$ cat src/rtl/imem_loader_pkg.sv
// Shared types for the instruction-memory program loader: FSM states and frame constants.
// The CHK state exists only when IMEM_LOADER_CHECKSUM_EN is defined.
package imem_loader_pkg;

  localparam logic [7:0] SYNC_BYTE = 8'hA5;

  typedef enum logic [2:0] {
    ST_IDLE = 3'd0,
    ST_LEN  = 3'd1,
    ST_DATA = 3'd2,
`ifdef IMEM_LOADER_CHECKSUM_EN
    ST_CHK  = 3'd3,
`endif
    ST_FIN  = 3'd4,
    ST_FAIL = 3'd5
  } state_e;

  // The loader takes stream bytes in every state except the two one-cycle exit states.
  function automatic logic accepts_bytes(state_e s);
    return !(s == ST_FIN || s == ST_FAIL);
  endfunction

  function automatic logic in_frame(state_e s);
    return accepts_bytes(s) && (s != ST_IDLE);
  endfunction

endpackage

$ cat src/rtl/imem_loader_if.sv
// Loader bus: host byte stream in, instruction-memory byte write port and status out.
// slave = loader side, master = host/memory side.
interface imem_loader_if #(
  parameter int ADDR_W = 8
);
  logic [7:0]        in_data;
  logic              in_valid;
  logic              in_ready;
  logic              mem_we;
  logic [ADDR_W-1:0] mem_addr;
  logic [7:0]        mem_wdata;
  logic              cpu_hold;
  logic              done;
  logic              err;

  modport slave (
    input  in_data, in_valid,
    output in_ready, mem_we, mem_addr, mem_wdata, cpu_hold, done, err
  );

  modport master (
    output in_data, in_valid,
    input  in_ready, mem_we, mem_addr, mem_wdata, cpu_hold, done, err
  );
endinterface

$ cat src/rtl/imem_loader.sv
// Program loader: parses {0xA5, N, 4*N bytes} frames into byte writes of the instruction store.
// Optional trailing XOR checksum byte when IMEM_LOADER_CHECKSUM_EN is defined.
module imem_loader
  import imem_loader_pkg::*;
#(
  parameter int ADDR_W    = 8,
  parameter int BASE_ADDR = 0,
  parameter int MAX_WORDS = 64
) (
  input  logic         clk,
  input  logic         rst_n,
  imem_loader_if.slave bus
);

  localparam int                CNT_W = ADDR_W + 1;
  localparam logic [ADDR_W-1:0] BASE  = ADDR_W'(BASE_ADDR);

  state_e            state_q, state_d;
  logic [CNT_W-1:0]  cnt_q, cnt_d;
  logic [ADDR_W-1:0] addr_q, addr_d;
  logic              err_q, err_d;
  logic              we_q, we_d;
  logic [ADDR_W-1:0] waddr_q, waddr_d;
  logic [7:0]        wdata_q, wdata_d;
  logic              ready_q, hold_q, done_q;
  logic              accept;
`ifdef IMEM_LOADER_CHECKSUM_EN
  logic [7:0]        chk_q, chk_d;
`endif

  assign accept = bus.in_valid && ready_q;

  always_comb begin
    // NOTE: every next-state value gets a default first so no path infers a latch.
    state_d = state_q;
    cnt_d   = cnt_q;
    addr_d  = addr_q;
    err_d   = err_q;
    we_d    = 1'b0;
    waddr_d = waddr_q;
    wdata_d = wdata_q;
`ifdef IMEM_LOADER_CHECKSUM_EN
    chk_d   = chk_q;
`endif

    unique case (state_q)
      ST_IDLE: begin
        if (accept && bus.in_data == SYNC_BYTE) begin
          state_d = ST_LEN;
          err_d   = 1'b0;
        end
      end

      ST_LEN: begin
        if (accept) begin
`ifdef IMEM_LOADER_CHECKSUM_EN
          chk_d = 8'h00;
`endif
          if (bus.in_data == 8'h00) begin
`ifdef IMEM_LOADER_CHECKSUM_EN
            state_d = ST_CHK;
`else
            state_d = ST_FIN;
`endif
          end else if (int'(bus.in_data) > MAX_WORDS) begin
            state_d = ST_FAIL;
          end else begin
            // Counter holds the index of the last data byte, so zero marks the final write.
            cnt_d   = CNT_W'({bus.in_data, 2'b00} - 10'd1);
            addr_d  = BASE;
            state_d = ST_DATA;
          end
        end
      end

      ST_DATA: begin
        if (accept) begin
          we_d    = 1'b1;
          waddr_d = addr_q;
          wdata_d = bus.in_data;
          addr_d  = addr_q + ADDR_W'(1);
          cnt_d   = cnt_q - CNT_W'(1);
`ifdef IMEM_LOADER_CHECKSUM_EN
          chk_d   = chk_q ^ bus.in_data;
`endif
          if (cnt_q == '0) begin
`ifdef IMEM_LOADER_CHECKSUM_EN
            state_d = ST_CHK;
`else
            state_d = ST_FIN;
`endif
          end
        end
      end

`ifdef IMEM_LOADER_CHECKSUM_EN
      ST_CHK: begin
        if (accept) begin
          state_d = (bus.in_data == chk_q) ? ST_FIN : ST_FAIL;
        end
      end
`endif

      ST_FIN:  state_d = ST_IDLE;
      ST_FAIL: state_d = ST_IDLE;
      default: state_d = ST_IDLE;
    endcase

    if (state_d == ST_FAIL) begin
      err_d = 1'b1;
    end
  end

  always_ff @(posedge clk or negedge rst_n) begin
    if (!rst_n) begin
      state_q <= ST_IDLE;
      cnt_q   <= '0;
      addr_q  <= BASE;
      err_q   <= 1'b0;
      we_q    <= 1'b0;
      waddr_q <= BASE;
      wdata_q <= 8'h00;
      ready_q <= 1'b0;
      hold_q  <= 1'b0;
      done_q  <= 1'b0;
`ifdef IMEM_LOADER_CHECKSUM_EN
      chk_q   <= 8'h00;
`endif
    end else begin
      // NOTE: sequential state uses non-blocking assignments so every register samples pre-edge values.
      state_q <= state_d;
      cnt_q   <= cnt_d;
      addr_q  <= addr_d;
      err_q   <= err_d;
      we_q    <= we_d;
      waddr_q <= waddr_d;
      wdata_q <= wdata_d;
      ready_q <= accepts_bytes(state_d);
      hold_q  <= in_frame(state_d);
      done_q  <= (state_d == ST_FIN);
`ifdef IMEM_LOADER_CHECKSUM_EN
      chk_q   <= chk_d;
`endif
    end
  end

  assign bus.in_ready  = ready_q;
  assign bus.mem_we    = we_q;
  assign bus.mem_addr  = waddr_q;
  assign bus.mem_wdata = wdata_q;
  assign bus.cpu_hold  = hold_q;
  assign bus.done      = done_q;
  assign bus.err       = err_q;

endmodule

$ cat src/flat_wrapper.sv
// flat-port wrapper written by rule: the top's interface ports become plain ports
module imem_loader_flat import imem_loader_pkg::*;
#(
  parameter int ADDR_W    = 8,
  parameter int BASE_ADDR = 0,
  parameter int MAX_WORDS = 64
)
  (clk, rst_n, bus_in_data, bus_in_valid, bus_in_ready, bus_mem_we, bus_mem_addr, bus_mem_wdata, bus_cpu_hold, bus_done, bus_err);
  imem_loader_if #(.ADDR_W(ADDR_W)) bus_i ();
  input  logic clk;
  input  logic rst_n;
  input wire logic [$bits(bus_i.in_data)-1:0] bus_in_data;
  input wire logic [$bits(bus_i.in_valid)-1:0] bus_in_valid;
  output wire logic [$bits(bus_i.in_ready)-1:0] bus_in_ready;
  output wire logic [$bits(bus_i.mem_we)-1:0] bus_mem_we;
  output wire logic [$bits(bus_i.mem_addr)-1:0] bus_mem_addr;
  output wire logic [$bits(bus_i.mem_wdata)-1:0] bus_mem_wdata;
  output wire logic [$bits(bus_i.cpu_hold)-1:0] bus_cpu_hold;
  output wire logic [$bits(bus_i.done)-1:0] bus_done;
  output wire logic [$bits(bus_i.err)-1:0] bus_err;
  assign bus_i.in_data = bus_in_data;
  assign bus_i.in_valid = bus_in_valid;
  assign bus_in_ready = bus_i.in_ready;
  assign bus_mem_we = bus_i.mem_we;
  assign bus_mem_addr = bus_i.mem_addr;
  assign bus_mem_wdata = bus_i.mem_wdata;
  assign bus_cpu_hold = bus_i.cpu_hold;
  assign bus_done = bus_i.done;
  assign bus_err = bus_i.err;
  imem_loader #(.ADDR_W(ADDR_W), .BASE_ADDR(BASE_ADDR), .MAX_WORDS(MAX_WORDS)) u_core (.clk(clk), .rst_n(rst_n), .bus(bus_i));
endmodule
$ cat config.mk
export PLATFORM = sky130hd
export DESIGN_NAME = imem_loader_flat
export DESIGN_NICKNAME = d
export VERILOG_FILES = /design/src/rtl/imem_loader_pkg.sv /design/src/rtl/imem_loader_if.sv /design/src/rtl/imem_loader.sv /design/src/flat_wrapper.sv
export SDC_FILE = /design/constraint.sdc
export NUM_CORES = 1
export LEC_CHECK = 0
export CAP_MARGIN = 5
export CORE_MARGIN = 2
export CORE_UTILIZATION = 30
export CTS_BUF_LIST = sky130_fd_sc_hd__clkbuf_8 sky130_fd_sc_hd__clkbuf_16
export DETAILED_ROUTE_END_ITERATION = 7
export PLACE_DENSITY_LB_ADDON = 0.12
export SKIP_CTS_REPAIR_TIMING = 1
export SYNTH_ARGS = -nofsm -noshare
export SYNTH_HDL_FRONTEND = slang
export SYNTH_SLANG_ARGS = --single-unit
$ cat constraint.sdc
create_clock -name clk -period 2.1 [get_ports clk]
set_input_delay 0.21 -clock clk [delete_from_list [all_inputs] [get_ports clk]]
set_output_delay 0.21 -clock clk [all_outputs]
set_load 0.01 [all_outputs]
==> metrics.sh, run 1 <==
RSZ0062_AT_GRT='no'
CTS_TREE='built'
CTSHTREEMAXLEVEL=2
GPL.FINAL_WEIGHTED_CONGESTION=0.819
TRITONCTS.NUM_BUFFERS=5
TMIN_FINAL_NS=1.90
SYNTH-WARNING-COUNT=0
VDD_DROP_MAX_mV=0.373
MAXCLOCKFREQUENCY_GHz=0.525
OVERALL_DIE_AREA_SQ_UM=7420
VIA_COUNT=1553
POWER.LEAKAGE_nW=1.27
DETAIL_ROUTE.DRC_VIOLATIONS=0
FINAL_CELL_COUNT_WITHOUT_FILLERS=320
ROUTE.ANTENNA.REMAINING_NETS=0
GRT_ANTENNA_BEFORE_REPAIR=0
P_PER_AREA_nW_PER_UM2=862
SYN_INST=185
CRITICAL_PATH_PEAK_FANOUT=4
HIGHEST_LAYER='met4'
ARR_TIME_CRIT_PATH_NS=2.09
DIE_HEIGHT_UM=86.1
FINAL-HOLD-VIOLATION-COUNT=41
REQUIRED_NS=2.28
CRIT_PATH_CAPTURE_TYPE='flop'
FLOORPLAN.ROWS=29
FLOW.AREA_GROWTH_FROM_SYNTHESIS_PCT=35.7
CRIT_TYPE='primary input to flop'
GRT_OVERFLOW=0
SYNTH_SEQUENTIAL_AREA_RATIO=0.507
LAYOUT-DRIVE-GT1-SHARE=0.267
DP_CELLS=312
RUN_STATUS='complete, but fails checks'
WL_MET1_UM=2360
NETLIST-CELL-TYPE-COUNT=43
CLOCK_SINK_COUNT=41
FINAL_MIN_PERIOD_OVER_CLOCK_PERIOD=0.907
WIRELENGTH_UM=4590
CORE_AREA_SQ_UM=6420
FAILING_CHECKS='negative hold slack'
METAL2_WL_UM=1990
FIN_UTIL=0.428
CLKTRANSATPATHREGS_NS=0.08
INITIALDRTVIOLATIONCOUNT=90
GRT_MAX_DEGREE=42
FILLERINSTANCES=602
POST-LAYOUT-TOTAL-POWER_W=0.00237
POST_SYNTHESIS_AREA_PER_INSTANCE_SQ_UM=10.9
CLK-INSERTION-DELAY-LATE_NS=0.29
MULTIINPUTGATEAREA_SQ_UM=947
HPWL_AFTER_DPL_UM=3370
CRITICAL_PATH.STARTPOINT_TYPE='primary input'
DIEWIDTH_UM=86.1
FLOORPLAN.INITIALDENSITY=0.315
TOP_LEVEL_PINS=32
WIRE_LENGTH_OF_THE_FIRST_GLOBAL_ROUTING_PASS_UM=7890
GRT_PASS1_VIAS=1549
TIMING_MAX_TRANSITION_VIOLATIONS_FINAL=0
TIMING.MAX_SLEW.REL_SLACK=0.651
DESIGN.FINAL.NETS=258
SYNTH_SEQ_CELLS=41
SYN_NETS=201
WORST-SLEW-PIN-TRANSITION_NS=0.518
GLOBAL_ROUTE.USAGE.TOTAL=0.137
POST_SYNTH_INSTANCE_AREA_SQ_UM=2020
ROUTE.DETAILED.WL_PER_INST_UM=14.3
TIMING.HOLD.WS_NS=-0.0288
FINCLKSKEW_NS=0.00453
REPORT.FINAL.SETUP_VIOL=0
MAX_CAP_VIOL_COUNT=0
ANTENNA_CELLS=0
DR.PASS1.ITERS=4
CLOCK_ROOT_BUFFER_MASTER='sky130_fd_sc_hd__clkbuf_8'
MIN_PATH_TYPE='primary input to asynchronous set/reset pin'
WL_MET3_UM=189
IO_BUFFER_COUNT=31
AREA.SEQUENTIAL_SQ_UM=1030
CTS_MAX_PATH_BUFFERS=2
VIA_PER_INST=4.85
## power breakdown
| part | switching (W) | leakage (nW) | internal (W) |
|---|---|---|---|
| registers | 0.000120 | 0.548 | 0.000929 |
| clock network | 0.000282 | 0.0574 | 0.000387 |
| logic | 0.000298 | 0.668 | 0.000351 |
| total | 0.000700 | 1.27 | 0.00167 |
## placed cells by master (no fill, tap or decap), types with 3 or more instances in the layout
master and instances:
sky130_fd_sc_hd__dfrtp_1 41, sky130_fd_sc_hd__clkdlybuf4s50_1 28, sky130_fd_sc_hd__buf_4 23, sky130_fd_sc_hd__nor2_1 21, sky130_fd_sc_hd__mux2_2 17, sky130_fd_sc_hd__nor3_1 8, sky130_fd_sc_hd__xor2_1 8, sky130_fd_sc_hd__a21oi_1 7
sky130_fd_sc_hd__o21ai_0 7, sky130_fd_sc_hd__nand2_1 6, sky130_fd_sc_hd__clkbuf_8 6, sky130_fd_sc_hd__inv_1 5, sky130_fd_sc_hd__o31ai_1 5, sky130_fd_sc_hd__nand4_1 5, sky130_fd_sc_hd__a31oi_1 4, sky130_fd_sc_hd__ha_1 4
sky130_fd_sc_hd__nand2b_1 3, sky130_fd_sc_hd__or3_1 3
## final cells by class
type | instances | area share
sequential | 41 | 0.374
clock inverter | 2 | 0.0137
tap | 77 | 0.0351
timing repair buffer | 57 | 0.195
inverter | 6 | 0.00820
multi-input combinational | 131 | 0.345
clock buffer | 6 | 0.0301
## cells in the mapped netlist, drive strengths merged
library cell  number  area [sq um]
mux2              17           191
nand2b             3          18.8
nand3              2          10.0
xor2               8          70.1
o21ai              7          35.0
and3               2          12.5
or4                1          11.3
or3                3          18.8
ha                 5          62.6
nor2              23          86.3
inv                6          22.5
a21o               1          7.51
or3b               2          20.0
o31ai              5          37.5
nor3               8          40.0
o31a               2          18.8
nand4              5          31.3
nand3b             2          15.0
dfrtp             41          1030
nor4               2          12.5
o22a               1          8.76
o21a               1          7.51
nand2              6          22.5
clkbuf             2          7.51
xnor2              2          17.5
a21oi              8          43.8
a311o              1          10.0
o21bai             2          26.3
and4               1          8.76
a211oi             1          7.51
and2               1          6.26
a31oi              5          46.3
nor3b              2          15.0
buf                5          33.8
or2                1          6.26
a22o               1          8.76
## sequential cells by signal, indices dropped and copies added (netlist names)
signal	cells
u_core.cnt_q	9
u_core.bus.cpu_hold	1
u_core.addr_q	8
u_core.bus.done	1
u_core.bus.mem_addr	8
u_core.bus.mem_we	1
u_core.state_q	3
u_core.bus.mem_wdata	8
u_core.bus.err	1
u_core.bus.in_ready	1
## critical path, stage by stage
cell and delay (ns):
sky130_fd_sc_hd__clkdlybuf4s50_1 0.44, sky130_fd_sc_hd__or3b_4 0.42, sky130_fd_sc_hd__o31a_2 0.30, sky130_fd_sc_hd__o31a_1 0.30, sky130_fd_sc_hd__a21oi_2 0.14, sky130_fd_sc_hd__inv_1 0.07, sky130_fd_sc_hd__a22o_1 0.20
## worst paths after layout
path                                  from                      end  slack (ns)  depth (start not counted)
max reg2reg                u_core.cnt_q[1]          u_core.cnt_q[6]        0.20                          6
min in group clk            bus_in_data[1]  u_core.bus.mem_wdata[1]        0.32                          3
min                                  rst_n          u_core.cnt_q[3]       -0.03                          2
max                         bus_in_data[2]           u_core.bus.err        0.20                          7
min reg2reg                u_core.cnt_q[8]          u_core.cnt_q[8]        0.50                          2
max in group asynchronous            rst_n  u_core.bus.mem_wdata[5]        1.77                          2
## per-stage QoR
| step | hold slack (ns) | instance area [sq um] | setup slack (ns) | setup TNS, ns |
|---|---|---|---|---|
| 4_1_cts | -0.00438 | 2730 | -0.0716 | -0.231 |
| 3_3_place_gp | 0.322 | 2610 | -0.368 | -6.29 |
| 2_1_floorplan | -0.0856 | 2020 | 0.0853 | 0 |
| 5_1_grt | 0.0191 | 2750 | 0.0733 | 0 |
| 6_report | -0.0288 | 2750 | 0.195 | 0 |
| 3_5_place_dp | 0.314 | 2610 | -0.379 | -6.07 |
## cell families after synthesis
family / share of synthesized area
compound gates: 0.127
flops: 0.507
fa+ha+maj: 0.0309
mux: 0.0946
xor+xnor: 0.0433
buf+inv: 0.0315
simple gates: 0.166
## metal layers
metal,vias to the layer above,global-route usage
met4,0,0.0390
met2,28,0.190
li1,777,-
met3,6,0.0375
met5,-,0
met1,742,0.207
(Power assumes the default switching activity.)
==> run 2: changes to the inputs <==
SKIP_CTS_REPAIR_TIMING = default   (was 1)
==> metrics.sh, run 2 (synthesis results as in run 1) <==
FF2FF_PATH_DEPTH=6
MOST_USED_CELLS_IN_THE_LAYOUT_EXCLUDING_FILL_AND_TAP_CELLS='sky130_fd_sc_hd__dfrtp_1, sky130_fd_sc_hd__clkdlybuf4s50_1, sky130_fd_sc_hd__buf_4, sky130_fd_sc_hd__nor2_1, sky130_fd_sc_hd__mux2_2'
CORE_AREA_SQ_UM=6420
TIMING.HOLD.WS_NS=0.422
FLOW.AREA_GROWTH_FROM_SYNTHESIS_PCT=35.8
VIA_PER_INST=4.85
REGISTERS.TOP_BY_FF_COUNT='u_core.cnt_q'
GRT_PASS1_VIAS=1557
MIN_PATH_CELLS=3
INITIALDRTVIOLATIONCOUNT=76
TIMING.MAX_SLEW.REL_SLACK=0.648
LARGEST_REGISTER_FFS=9
WIRE_LENGTH_OF_THE_FIRST_GLOBAL_ROUTING_PASS_UM=7900
MIN_PATH_TYPE='primary input to flop'
VDD_DROP_MAX_mV=0.373
FIN_UTIL=0.428
RUN_STATUS='finished clean'
POSTCTSSETUPREPAIRBUFS=0
CTS_MAX_PATH_BUFFERS=2
FLOORPLAN.ROWS=29
GPL.FINAL_WEIGHTED_CONGESTION=0.819
DETAIL_ROUTE.DRC_VIOLATIONS=0
FLOORPLAN.INITIALDENSITY=0.315
P_PER_AREA_nW_PER_UM2=861
CLK-INSERTION-DELAY-LATE_NS=0.29
TIMING_MAX_TRANSITION_VIOLATIONS_FINAL=0
MAX_CAP_VIOL_COUNT=0
DIE_HEIGHT_UM=86.1
GRT_OVERFLOW=0
MOST_COMMON_LIBRARY_CELL_IN_THE_LAYOUT_IGNORING_FILL_AND_TAPS='sky130_fd_sc_hd__dfrtp_1'
RSZ0062_AT_GRT='no'
FINCLKSKEW_NS=0.00461
WORST-SLEW-PIN-TRANSITION_NS=0.528
CRIT_TYPE='primary input to flop'
CRIT_PATH_CAPTURE_TYPE='flop'
TMIN_FINAL_NS=1.93
CLOCK_ROOT_BUFFER_MASTER='sky130_fd_sc_hd__clkbuf_8'
REQUIRED_NS=2.29
CRITICAL-PATH-MAX-STAGE-DELAY_NS=0.45
CTS_TREE='built'
OVERALL_DIE_AREA_SQ_UM=7420
ARR_TIME_CRIT_PATH_NS=2.11
DESIGN.FINAL.NETS=259
POWER.LEAKAGE_nW=1.26
ROUTE.DETAILED.WL_PER_INST_UM=14.3
CTSHTREEMAXLEVEL=2
MAXCLOCKFREQUENCY_GHz=0.519
FINAL-HOLD-VIOLATION-COUNT=0
CLOCK_SINK_COUNT=41
VIA_COUNT=1556
FINAL_MIN_PERIOD_OVER_CLOCK_PERIOD=0.918
ANTENNA_CELLS=0
ROUTE.ANTENNA.REMAINING_NETS=0
LAYOUT-DRIVE-GT1-SHARE=0.266
DR.PASS1.ITERS=4
CRITPATHSLOWESTCELL='sky130_fd_sc_hd__or4_4'
CRIT_PATH_CELL_TRACE='dlygate4sd2_1 > inv_1 > ha_2 > or3b_4 > or4_4 > a31oi_4 > a211oi_1 > a311o_1'
TOP_LEVEL_PINS=32
CLKTRANSATPATHREGS_NS=0.08
IO_BUFFER_COUNT=31
HPWL_AFTER_DPL_UM=3370
GRT_ANTENNA_BEFORE_REPAIR=0
DIEWIDTH_UM=86.1
CRITICAL_PATH.STARTPOINT_TYPE='primary input'
GRT_MAX_DEGREE=42
REPORT.FINAL.SETUP_VIOL=0
WIRELENGTH_UM=4590
TRITONCTS.NUM_BUFFERS=5
GLOBAL_ROUTE.USAGE.TOTAL=0.137
CRITICAL_PATH_PEAK_FANOUT=4
[run 2: worst paths after layout]
check                           startpoint  slack, ns                 endpoint
setup / recovery            bus_in_data[0]       0.17          u_core.cnt_q[4]
min in group asynchronous            rst_n       0.50          u_core.cnt_q[3]
hold reg to reg            u_core.cnt_q[8]       0.50          u_core.cnt_q[8]
setup reg to reg           u_core.cnt_q[1]       0.20          u_core.cnt_q[6]
max in group asynchronous            rst_n       1.23  u_core.bus.mem_wdata[5]
hold / removal              bus_in_data[1]       0.42  u_core.bus.mem_wdata[1]
[run 2: area by class of cell]
class / count / area, sq um
clock buffers: 6 / 82.6
clock inverters: 2 / 37.5
fillers: 602 / 3670
inverters: 6 / 22.5
multi-input cells: 131 / 947
flip-flops and latches: 41 / 1030
well taps: 77 / 96.3
repair buffers: 58 / 537
[run 2: per-stage QoR]
step | std cells | power (W) | area [sq um] | TNS, ns | setup slack [ns]
after floorplan | 185 | 0.00140 | 2020 | 0 | 0.0853
after global placement | 312 | 0.00172 | 2610 | -6.29 | -0.368
after detailed placement | 312 | 0.00172 | 2610 | -6.07 | -0.379
after CTS | 321 | 0.00241 | 2750 | 0 | 0.132
after global routing | 321 | 0.00253 | 2750 | 0 | 0.0733
final | 321 | 0.00237 | 2750 | 0 | 0.173
[run 2: critical path, delay by kind of cell]
kind	cells	cell delay, ns
buffers and inverters	2	0.32
and+or+nand+nor	2	0.84
AOI/OAI and AO/OA	3	0.57
adders and majority gates	1	0.17
[run 2: routing by layer]
metal | wire [um] | vias to the layer above | GRT usage
met5 | 0 | - | 0
met1 | 2360 | 743 | 0.207
met3 | 190 | 6 | 0.0375
met2 | 1980 | 28 | 0.191
li1 | - | 779 | -
met4 | 57 | 0 | 0.0390
[run 2: what timing repair did]
action                                  4_1_cts  5_1_grt
pin swaps                                     1        0
gates resized for setup                       6        1
hold buffers                                  1        0
endpoints found under the setup margin        5        2
hold endpoints to repair                     22        0
[run 2: where the power goes]
group / switching [W] / leakage (nW) / internal, W
sequential: 0.000120 / 0.548 / 0.000929
clock: 0.000282 / 0.0574 / 0.000387
combinational: 0.000299 / 0.657 / 0.000351
total: 0.000701 / 1.26 / 0.00167
==> run 3: changes to the inputs <==
CTS_BUF_LIST = default   (was sky130_fd_sc_hd__clkbuf_8 sky130_fd_sc_hd__clkbuf_16)
GPL_ROUTABILITY_DRIVEN = 0   (was default)
==> results of run 3 <==
No change in the layout: final DEF, timing and power equal those of run 2.
